[src/rtl/note_lane_scroller_pkg.sv]
// Shared game constants for the note lane scroller: default geometry and FSM state encodings.
package note_lane_scroller_pkg;

  localparam int unsigned DEF_LANE_LEN   = 16;
  localparam int unsigned DEF_SONG_STEPS = 64;
  localparam int unsigned DEF_SCORE_W    = 8;

  typedef enum logic [1:0] {
    ST_IDLE = 2'b00,
    ST_PLAY = 2'b01,
    ST_DONE = 2'b10
  } game_state_e;

endpackage

[src/rtl/note_lane_scroller_sync_edge.sv]
// Two-flop synchronizer plus rising-edge detector. The pulse is only armed once the
// synchronized input has been seen low, so a level already high at reset release is ignored.
module sync_edge (
  input  logic clk_i,
  input  logic rst_ni,
  input  logic d_i,
  output logic pulse_c_o
);

  logic s1_q, s2_q, prev_q;
  logic vld1_q, vld2_q;
  logic armed_q;

  always_ff @(posedge clk_i or negedge rst_ni) begin
    if (!rst_ni) begin
      s1_q    <= 1'b0;
      s2_q    <= 1'b0;
      prev_q  <= 1'b0;
      vld1_q  <= 1'b0;
      vld2_q  <= 1'b0;
      armed_q <= 1'b0;
    end else begin
      s1_q    <= d_i;
      s2_q    <= s1_q;
      prev_q  <= s2_q;
      vld1_q  <= 1'b1;
      vld2_q  <= vld1_q;
      // s2_q only carries a real input sample once vld2_q is set
      armed_q <= armed_q | (vld2_q & ~s2_q);
    end
  end

  assign pulse_c_o = armed_q & s2_q & ~prev_q;

endmodule

[src/rtl/note_lane_scroller.sv]
// Rhythm-game note lane: notes scroll toward the hit zone on each beat step, the player's
// key press scores hits, and a three-state FSM sequences one song.
module note_lane_scroller
  import note_lane_scroller_pkg::*;
#(
  parameter int unsigned LANE_LEN   = DEF_LANE_LEN,
  parameter int unsigned SONG_STEPS = DEF_SONG_STEPS,
  parameter int unsigned SCORE_W    = DEF_SCORE_W
) (
  input  logic                in_clock,
  input  logic                resetn,
  input  logic                beat_clk,
  input  logic                start,
  input  logic                note_in,
  input  logic                key_raw,
  output logic [LANE_LEN-1:0] lane,
  output logic                hit,
  output logic                miss,
  output logic [SCORE_W-1:0]  score,
  output logic [SCORE_W-1:0]  combo,
  output logic [1:0]          state
);

  localparam int unsigned          CNT_W     = $clog2(SONG_STEPS + 1);
  localparam logic [CNT_W-1:0]     LAST_STEP = CNT_W'(SONG_STEPS - 1);
  localparam logic [SCORE_W-1:0]   SCORE_MAX = '1;

  game_state_e          state_q, state_d;
  logic [LANE_LEN-1:0]  lane_q, lane_d;
  logic [SCORE_W-1:0]   score_q, score_d;
  logic [SCORE_W-1:0]   combo_q, combo_d;
  logic [CNT_W-1:0]     cnt_q, cnt_d;
  logic                 hit_q, hit_d;
  logic                 miss_q, miss_d;
  logic [LANE_LEN-1:0]  lane_hz;
  logic                 step_c;
  logic                 key_edge_c;

  sync_edge u_beat_sync (
    .clk_i     (in_clock),
    .rst_ni    (resetn),
    .d_i       (beat_clk),
    .pulse_c_o (step_c)
  );

  sync_edge u_key_sync (
    .clk_i     (in_clock),
    .rst_ni    (resetn),
    .d_i       (key_raw),
    .pulse_c_o (key_edge_c)
  );

  always_ff @(posedge in_clock or negedge resetn) begin
    if (!resetn) begin
      state_q <= ST_IDLE;
      lane_q  <= '0;
      score_q <= '0;
      combo_q <= '0;
      cnt_q   <= '0;
      hit_q   <= 1'b0;
      miss_q  <= 1'b0;
    end else begin
      state_q <= state_d;
      lane_q  <= lane_d;
      score_q <= score_d;
      combo_q <= combo_d;
      cnt_q   <= cnt_d;
      hit_q   <= hit_d;
      miss_q  <= miss_d;
    end
  end

  // Key is judged against the pre-shift hit zone; lane_hz is the lane after any hit clears bit 0
  always_comb begin
    state_d = state_q;
    lane_d  = lane_q;
    score_d = score_q;
    combo_d = combo_q;
    cnt_d   = cnt_q;
    hit_d   = 1'b0;
    miss_d  = 1'b0;
    lane_hz = lane_q;

    case (state_q)
      ST_IDLE: begin
        lane_d  = '0;
        score_d = '0;
        combo_d = '0;
        cnt_d   = '0;
        if (start) begin
          state_d = ST_PLAY;
        end
      end

      ST_PLAY: begin
        if (key_edge_c) begin
          if (lane_q[0]) begin
            hit_d      = 1'b1;
            lane_hz[0] = 1'b0;
            if (score_q != SCORE_MAX) score_d = score_q + 1'b1;
            if (combo_q != SCORE_MAX) combo_d = combo_q + 1'b1;
          end else begin
            miss_d  = 1'b1;
            combo_d = '0;
          end
        end
        if (step_c) begin
          if (lane_hz[0]) begin
            miss_d  = 1'b1;
            combo_d = '0;
          end
          lane_d = LANE_LEN'({note_in, lane_hz} >> 1);
          cnt_d  = cnt_q + 1'b1;
          if (cnt_q == LAST_STEP) begin
            state_d = ST_DONE;
          end
        end else begin
          lane_d = lane_hz;
        end
      end

      ST_DONE: begin
        if (start) begin
          state_d = ST_IDLE;
          lane_d  = '0;
          score_d = '0;
          combo_d = '0;
          cnt_d   = '0;
        end
      end

      default: begin
        state_d = ST_IDLE;
      end
    endcase
  end

  assign lane  = lane_q;
  assign hit   = hit_q;
  assign miss  = miss_q;
  assign score = score_q;
  assign combo = combo_q;
  assign state = state_q;

endmodule

[config.mk]
export PLATFORM = sky130hd
export DESIGN_NAME = note_lane_scroller
export DESIGN_NICKNAME = d
export VERILOG_FILES = /design/src/rtl/note_lane_scroller_pkg.sv /design/src/rtl/note_lane_scroller_sync_edge.sv /design/src/rtl/note_lane_scroller.sv
export SDC_FILE = /design/constraint.sdc
export NUM_CORES = 1
export LEC_CHECK = 0
export CORE_MARGIN = 2
export CORE_UTILIZATION = 40
export DETAILED_ROUTE_END_ITERATION = 10
export DONT_BUFFER_PORTS = 1
export GPL_TIMING_DRIVEN = 0
export SYNTH_ARGS = -nofsm -noshare
export SYNTH_HDL_FRONTEND = slang
export SYNTH_SLANG_ARGS = --single-unit
[constraint.sdc]
create_clock -name in_clock -period 2.1 [get_ports in_clock]
set_clock_uncertainty 0.2 [all_clocks]
set_input_delay 0.21 -clock in_clock [delete_from_list [all_inputs] [get_ports in_clock]]
set_output_delay 0.21 -clock in_clock [all_outputs]
set_load 0.01 [all_outputs]
# [After elaboration in Yosys (flattened, before gate mapping)]
# Index checks and enable logic that the tools add are counted.
[op_classes] n_addsub=3 muxes=32 n_bitwise=12 reduce_logical=6 n_eq_ne=12
[ops] cell="$mux W8" n=9
[ops] cell="$pmux W16 S3" n=1
[ops] cell="$pmux W8 S3" n=2
[ops] cell="$mux W16" n=2
[ops] cell="$pmux W7 S3" n=1
[ops] cell="$add A8 B1 Y8 const B" n=2
[ops] cell="$ne A8 B8 Y1 const B" n=2
[ops] cell="$mux W7" n=2
[ops] cell="$ne A2 B2 Y1 const B" n=7
[ops] cell="$mux W1" n=10
[ops] cell="$mux W2" n=4
[ops] cell="$add A7 B1 Y7 const B" n=1
[ops] cell="$eq A7 B6 Y1 const B" n=1
[ops] cell="$and A1 B1 Y1" n=6
[ops] cell="$pmux W2 S3" n=1
[ops] cell="$reduce_and A5 Y1" n=1
[ops] cell="$not A1 Y1" n=4
[ops] cell="$reduce_and A4 Y1" n=1
[ops] cell="$reduce_and A3 Y1" n=1
[ops] cell="$reduce_bool A3 Y1" n=1
[ops] cell="$eq A2 B1 Y1 const B" n=1
[ops] cell="$eq A2 B2 Y1 const B" n=1
[ops] cell="$logic_not A2 Y1" n=1
[ops] cell="$or A1 B1 Y1" n=2
[ops] cell="$reduce_and A2 Y1" n=1
[word_totals] in_bits=6 wordCells=83 register_bits=53

# [Logic depth before layout (Yosys ltp)]
[depth] word_depth=7 ltp_mapped=6

# [By module]
# Synthesis repeated with hierarchy kept, for this count alone.
[unflattened] hier_cells=223 hier_area_um2=2459.9
[by_module_without_submodules] mod="note_lane_scroller" seq_area_each_um2=1076.0 cells_each=201 area_per_inst_um2=2114.5 n_inst=1
[by_module_without_submodules] mod="sync_edge" seq_area_each_um2=150.1 cells_each=11 area_per_inst_um2=172.7 n_inst=2

# [Worst setup path before layout]
# No wires, ideal clock.
[synth_path] path_kind="flip-flop to flip-flop" start="reg u_key_sync.prev_q" end="reg combo_q[3] (netlist: combo[3])" n_path_buf=1 required_time_ns=1.818 path_stages_with_launch=7 slack_ns=0.348 arrival_time_ns=1.470 path_cell_list="dfrtp_1 -> nand3b_4 -> ha_1 -> a221oi_4 -> buf_6 -> a31oi_1 -> a31oi_1"
[synth_between] elab_chain_cells=7 elab_cells_between_ends=8 cone_classes="mux (6); bitwise (2)"
[synth_lines] item="from (decl)" line_no="note_lane_scroller_sync_edge.sv:10" text="logic s1_q, s2_q, prev_q;"
[synth_lines] item="from (signal assigned)" line_no="note_lane_scroller_sync_edge.sv:25" text="prev_q <= s2_q;"
[synth_lines] item="$not A1 Y1 *" line_no="note_lane_scroller_sync_edge.sv:33" text="assign pulse_c_o = armed_q & s2_q & ~prev_q;"
[synth_lines] item="$and A1 B1 Y1 *" line_no="note_lane_scroller_sync_edge.sv:33"
[synth_lines] item="$mux W1" line_no="note_lane_scroller.sv:96" text="if (key_edge_c) begin"
[synth_lines] item="$mux W1" line_no="note_lane_scroller.sv:84" text="case (state_q)"
[synth_lines] item="$mux W8" line_no="note_lane_scroller.sv:108" text="if (lane_hz[0]) begin"
[synth_lines] item="$mux W8 *" line_no="note_lane_scroller.sv:107" text="if (step_c) begin"
[synth_lines] item="$pmux W8 S3 *" line_no="note_lane_scroller.sv:84"
[synth_lines] item="to (signal assigned)" line_no="note_lane_scroller.sv:66" text="combo_q <= combo_d;"
[synth_lines] item="to (decl)" line_no="note_lane_scroller.sv:31" text="logic [SCORE_W-1:0] combo_q, combo_d;"
# Mark *: on every way between the ends. The rest lies on a longest branch, timed or not. The select of a mux whose other input is x is not followed.
# A chain may end at the register's enable or synchronous reset.

# [Worst setup path after layout]
[layout_path] start="reg u_key_sync.prev_q" end="reg combo_q[6] (netlist: combo[6])"
# The elaborated chain is that of the path after synthesis.

==> metrics.md <==
| Metric | Value |
|---|---|
| Vias per inst | ~5.6 |
| Compound-cell area share of the yosys netlist | 19.2% |
| RSZ-0062 raised after global routing | false |
| Area share of the leading cell type in the synthesized netlist | 54.2% |
| Worst Hold Depth | 3 |
| Worst hold start | start |
| Clock tree sinks | 53 |
| Worst-path cell chain | nand3b_4 -> ha_1 -> a221oi_4 -> buf_6 -> o31ai_1 -> a21oi_1 |
| #FFs+latches synth | 53 |
| PD cells | roughly 740 nW/um^2 |
| DPL Wire Length | roughly 3200 um |
| Fraction of layout cells with a size suffix above 1 | between 10% and 20% |
| Slew @ Worst Pin | 727 ps |
| Routed Antenna Nets | 0 |
| # rows | 28 |
| Area of the multi-input gates | 1040 um^2 |
| Largest cells by area after synthesis | dfrtp_1 (54%), a22o_1 (5.7%), ha_1 (3.1%) |
| XOR/XNOR Fraction of Synth Area | 1.07% |
| Final Hold Viols | 0 |
| Routed via count | ~1700 |
| Clk_lat worst skew | 310 ps |
| Final #Nets | around 240 |
| Fmax | ~510 MHz |
| DR iter-0 viols | 70 |
| H-tree depth | 2 |
| Placed Cells | 289 |
| Min cycle time layout | 1970 ps |
| Simple-Gate Fraction of Synth Area | 17.4% |
| Final Setup Violations | 0 |
| R2r setup slk | 130 ps |
| Gp weighted congestion | 0.816 |
| Initial DRT Pass Iterations | 4 |
| Sequential area share after synthesis | 54.2% |
| Final wirelength | around 4700 um |
| Top FF cell, synth | dfrtp_1 |
| Global-route wire length before repair | 7890 um |
| Ant. Diodes | 0 |
| Vias in the first global route | 1708 |
| Critical Path RT | roughly 2100 ps |
| Drt drc | 0 |
| Critical Path Max Stage Delay | roughly 400 ps |
| Clock Path Buffers | 2 |
| Cell area after synthesis | between 2000 and 2500 um^2 |
| Setup TNS | 0 ps |
| Die height | roughly 80 um |
| RR Endpoint | combo[6]$_DFFE_PN0P_ |
| Initial antenna violation count | 0 |
| Crit path max fanout | 10 |
| Setup Buffers After CTS | 0 |
| R2r startpoint | u_key_sync.prev_q$_DFF_PN0_ |
| Final slew viol count | 0 |
| Post-DR wirelength/cell | ~16 um |
| WS Path Type | flop to flop |
| Critical Path Source Type | flop |
| LEAKAGE | 1.20 nW |
| Layout Cells excl Fill | 303 |
| Adder-Cell Fraction of Synth Area | 3.07% |
| Worst hold-check path type | input pin to flop |
| Die area | 6760 um^2 |
| Cts bufs inserted | 5 |
| Top Ports | 42 |
| Reg clk slew, reported paths | around 100 ps |
| Synthesized net count | roughly 230 |
| TritonCTS clock tree | done |
| Crit path DAT | 2010 ps |
| Core ar. | 5920 um^2 |
| Mux contribution to synthesized area | 1.69% |
| Share of flip-flops with an asynchronous set or reset | between 90% and 100% |
| Status | finished clean |
| Die X | 82.2 um |
| Root buffer cell | clkbuf_8 |
| # port buffers | 0 |
| Final Cycle Share | 93.6% |
| FF-to-FF path depth | 6 |
| Aggregate global-route resource usage | 15.4% |
| Area occupied by registers | approximately 1300 um^2 |
| Max-Cap Viols | 0 |
| Number of fill cells | 562 |
| Post-synth EDFFs | 0 |
| Synth area leader | dfrtp_1 |
| CP max-delay cell | a221oi_4 |
| Max IR drop VDD | 0.342 mV |
| Largest family of logic cells by synthesized area | compound AO/OA/AOI/OAI gates |
| Pin count of the biggest net entering global routing | 54 |
| Setup crit end kind | flop |
| Slew headroom | 51.2% |
| Post-Syn Instances | 214 |
| Initial Utilization | 41.3% |
| Worst hold path endpoint | cnt_q[4]$_DFFE_PN0P_ |
| Synthesis warning total | 0 |
| Synth unique cells | 53 |
| Area growth from synthesis to layout | 10.9% |
| GRT Residual Overflow | 0 |
| Synth Area per Inst | 11.4 um^2 |
-- placed cells by master, fill, tap and decap left out, types with 6 or more instances in the layout --
cell type,instances
nor2_1,10
or3_1,6
o21ai_0,8
dfrtp_1,53
nand3_1,8
inv_1,8
ha_1,6
a21oi_1,12
nand2_1,13
a22o_1,16
-- state kept, by name, indices dropped and copies added (netlist names) --
register,count
lane,16
combo,8
score,8
cnt_q,7
state,2
hit,1
miss,1
u_beat_sync.armed_q,1
u_beat_sync.prev_q,1
u_beat_sync.s1_q,1
u_beat_sync.s2_q,1
u_beat_sync.vld2_q,1
u_key_sync.armed_q,1
u_key_sync.prev_q,1
u_key_sync.s1_q,1
u_key_sync.s2_q,1
u_key_sync.vld1_q,1
-- through the flow --
stage          power [mW]  hold slack [ps]  area, um^2  utilization [%]  worst slack (ps)
2_1_floorplan        1.33             -286        2450                -               348
3_3_place_gp         1.38             -285        2540             42.9               161
3_5_place_dp         1.39             -284        2540             42.9               151
4_1_cts              2.03              114        2710             45.8               111
5_1_grt              2.12              137        2710             45.8              3.55
6_report             2.01              122        2710             45.8               134
-- area by class of cell --
| type | count | share of cell area, % |
|---|---|---|
| Buffer | 5 | 1.48 |
| Clock buffer | 5 | 2.54 |
| Clock inverter | 3 | 0.968 |
| Inverter | 9 | 1.43 |
| Multi-Input combinational cell | 147 | 38.4 |
| Sequential cell | 53 | 48.9 |
| Tap cell | 75 | 3.46 |
| Timing Repair Buffer | 6 | 2.86 |
-- cell usage after synthesis, types with 3 or more instances --
master	instances
dfrtp_1	53
a22o_1	16
nand2_1	13
a21oi_1	12
nor2_1	10
inv_1	8
nand3_1	8
o21ai_0	8
ha_1	6
or3_1	6
a31oi_1	5
and2_1	5
and3_1	4
o21ai_1	4
o31ai_1	4
mux2i_1	3
o311ai_0	3
xor2_1	3
-- timing repair --
item                      CTS  global route
hold endpoints to repair   58             0
resized for setup           0             0
hold buffers                6             0
-- power breakdown --
part           internal [mW]  switching, mW  leakage (nW)
logic                 0.0988          0.140         0.452
clock network          0.248          0.361        0.0495
registers               1.08         0.0783         0.699
-- worst max-delay path, delay by kind of cell, from the launching register on --
| family | cells | cell delay [ps] |
|---|---|---|
| AND/OR/NAND/NOR | 1 | 220 |
| AO/OA/AOI/OAI | 3 | 640 |
| flip-flops | 1 | 370 |
| adder cells (fa/ha/maj) | 1 | 270 |
| buffers and inverters | 1 | 190 |
-- how the worst max path moves through the flow --
stage | startpoint | to | depth (start not counted)
2_1_floorplan | u_key_sync.prev_q$_DFF_PN0_ | combo[3]$_DFFE_PN0P_ | 6
3_3_place_gp | u_key_sync.prev_q$_DFF_PN0_ | combo[3]$_DFFE_PN0P_ | 6
3_5_place_dp | u_key_sync.prev_q$_DFF_PN0_ | combo[6]$_DFFE_PN0P_ | 6
4_1_cts | u_key_sync.s2_q$_DFF_PN0_ | combo[6]$_DFFE_PN0P_ | 6
5_1_grt | score[0]$_DFFE_PN0P_ | score[0]$_DFFE_PN0P_ | 5
6_report | u_key_sync.prev_q$_DFF_PN0_ | combo[6]$_DFFE_PN0P_ | 6
-- per-layer routing --
metal | up-vias | GRT usage [%] | routed length [um]
li1 | 818 | - | -
met1 | 808 | 19.5 | 2110
met2 | 63 | 24.3 | 2200
met3 | 7 | 5.43 | 339
met4 | 0 | 5.83 | 71
met5 | - | 0 | 0
-- logic make-up (layout without fill, tap and decap cells) --
logic type,count (synthesis),in the layout
and+or+nand+nor,68,68
AOI/OAI and AO/OA,65,65
DFF,53,53
buffers and inverters,14,28
adders and majority gates,6,6
muxes,4,4
xor gates and xnor gates,3,3
other,1,1
No activity file was read; power rests on OpenSTA's default activity.
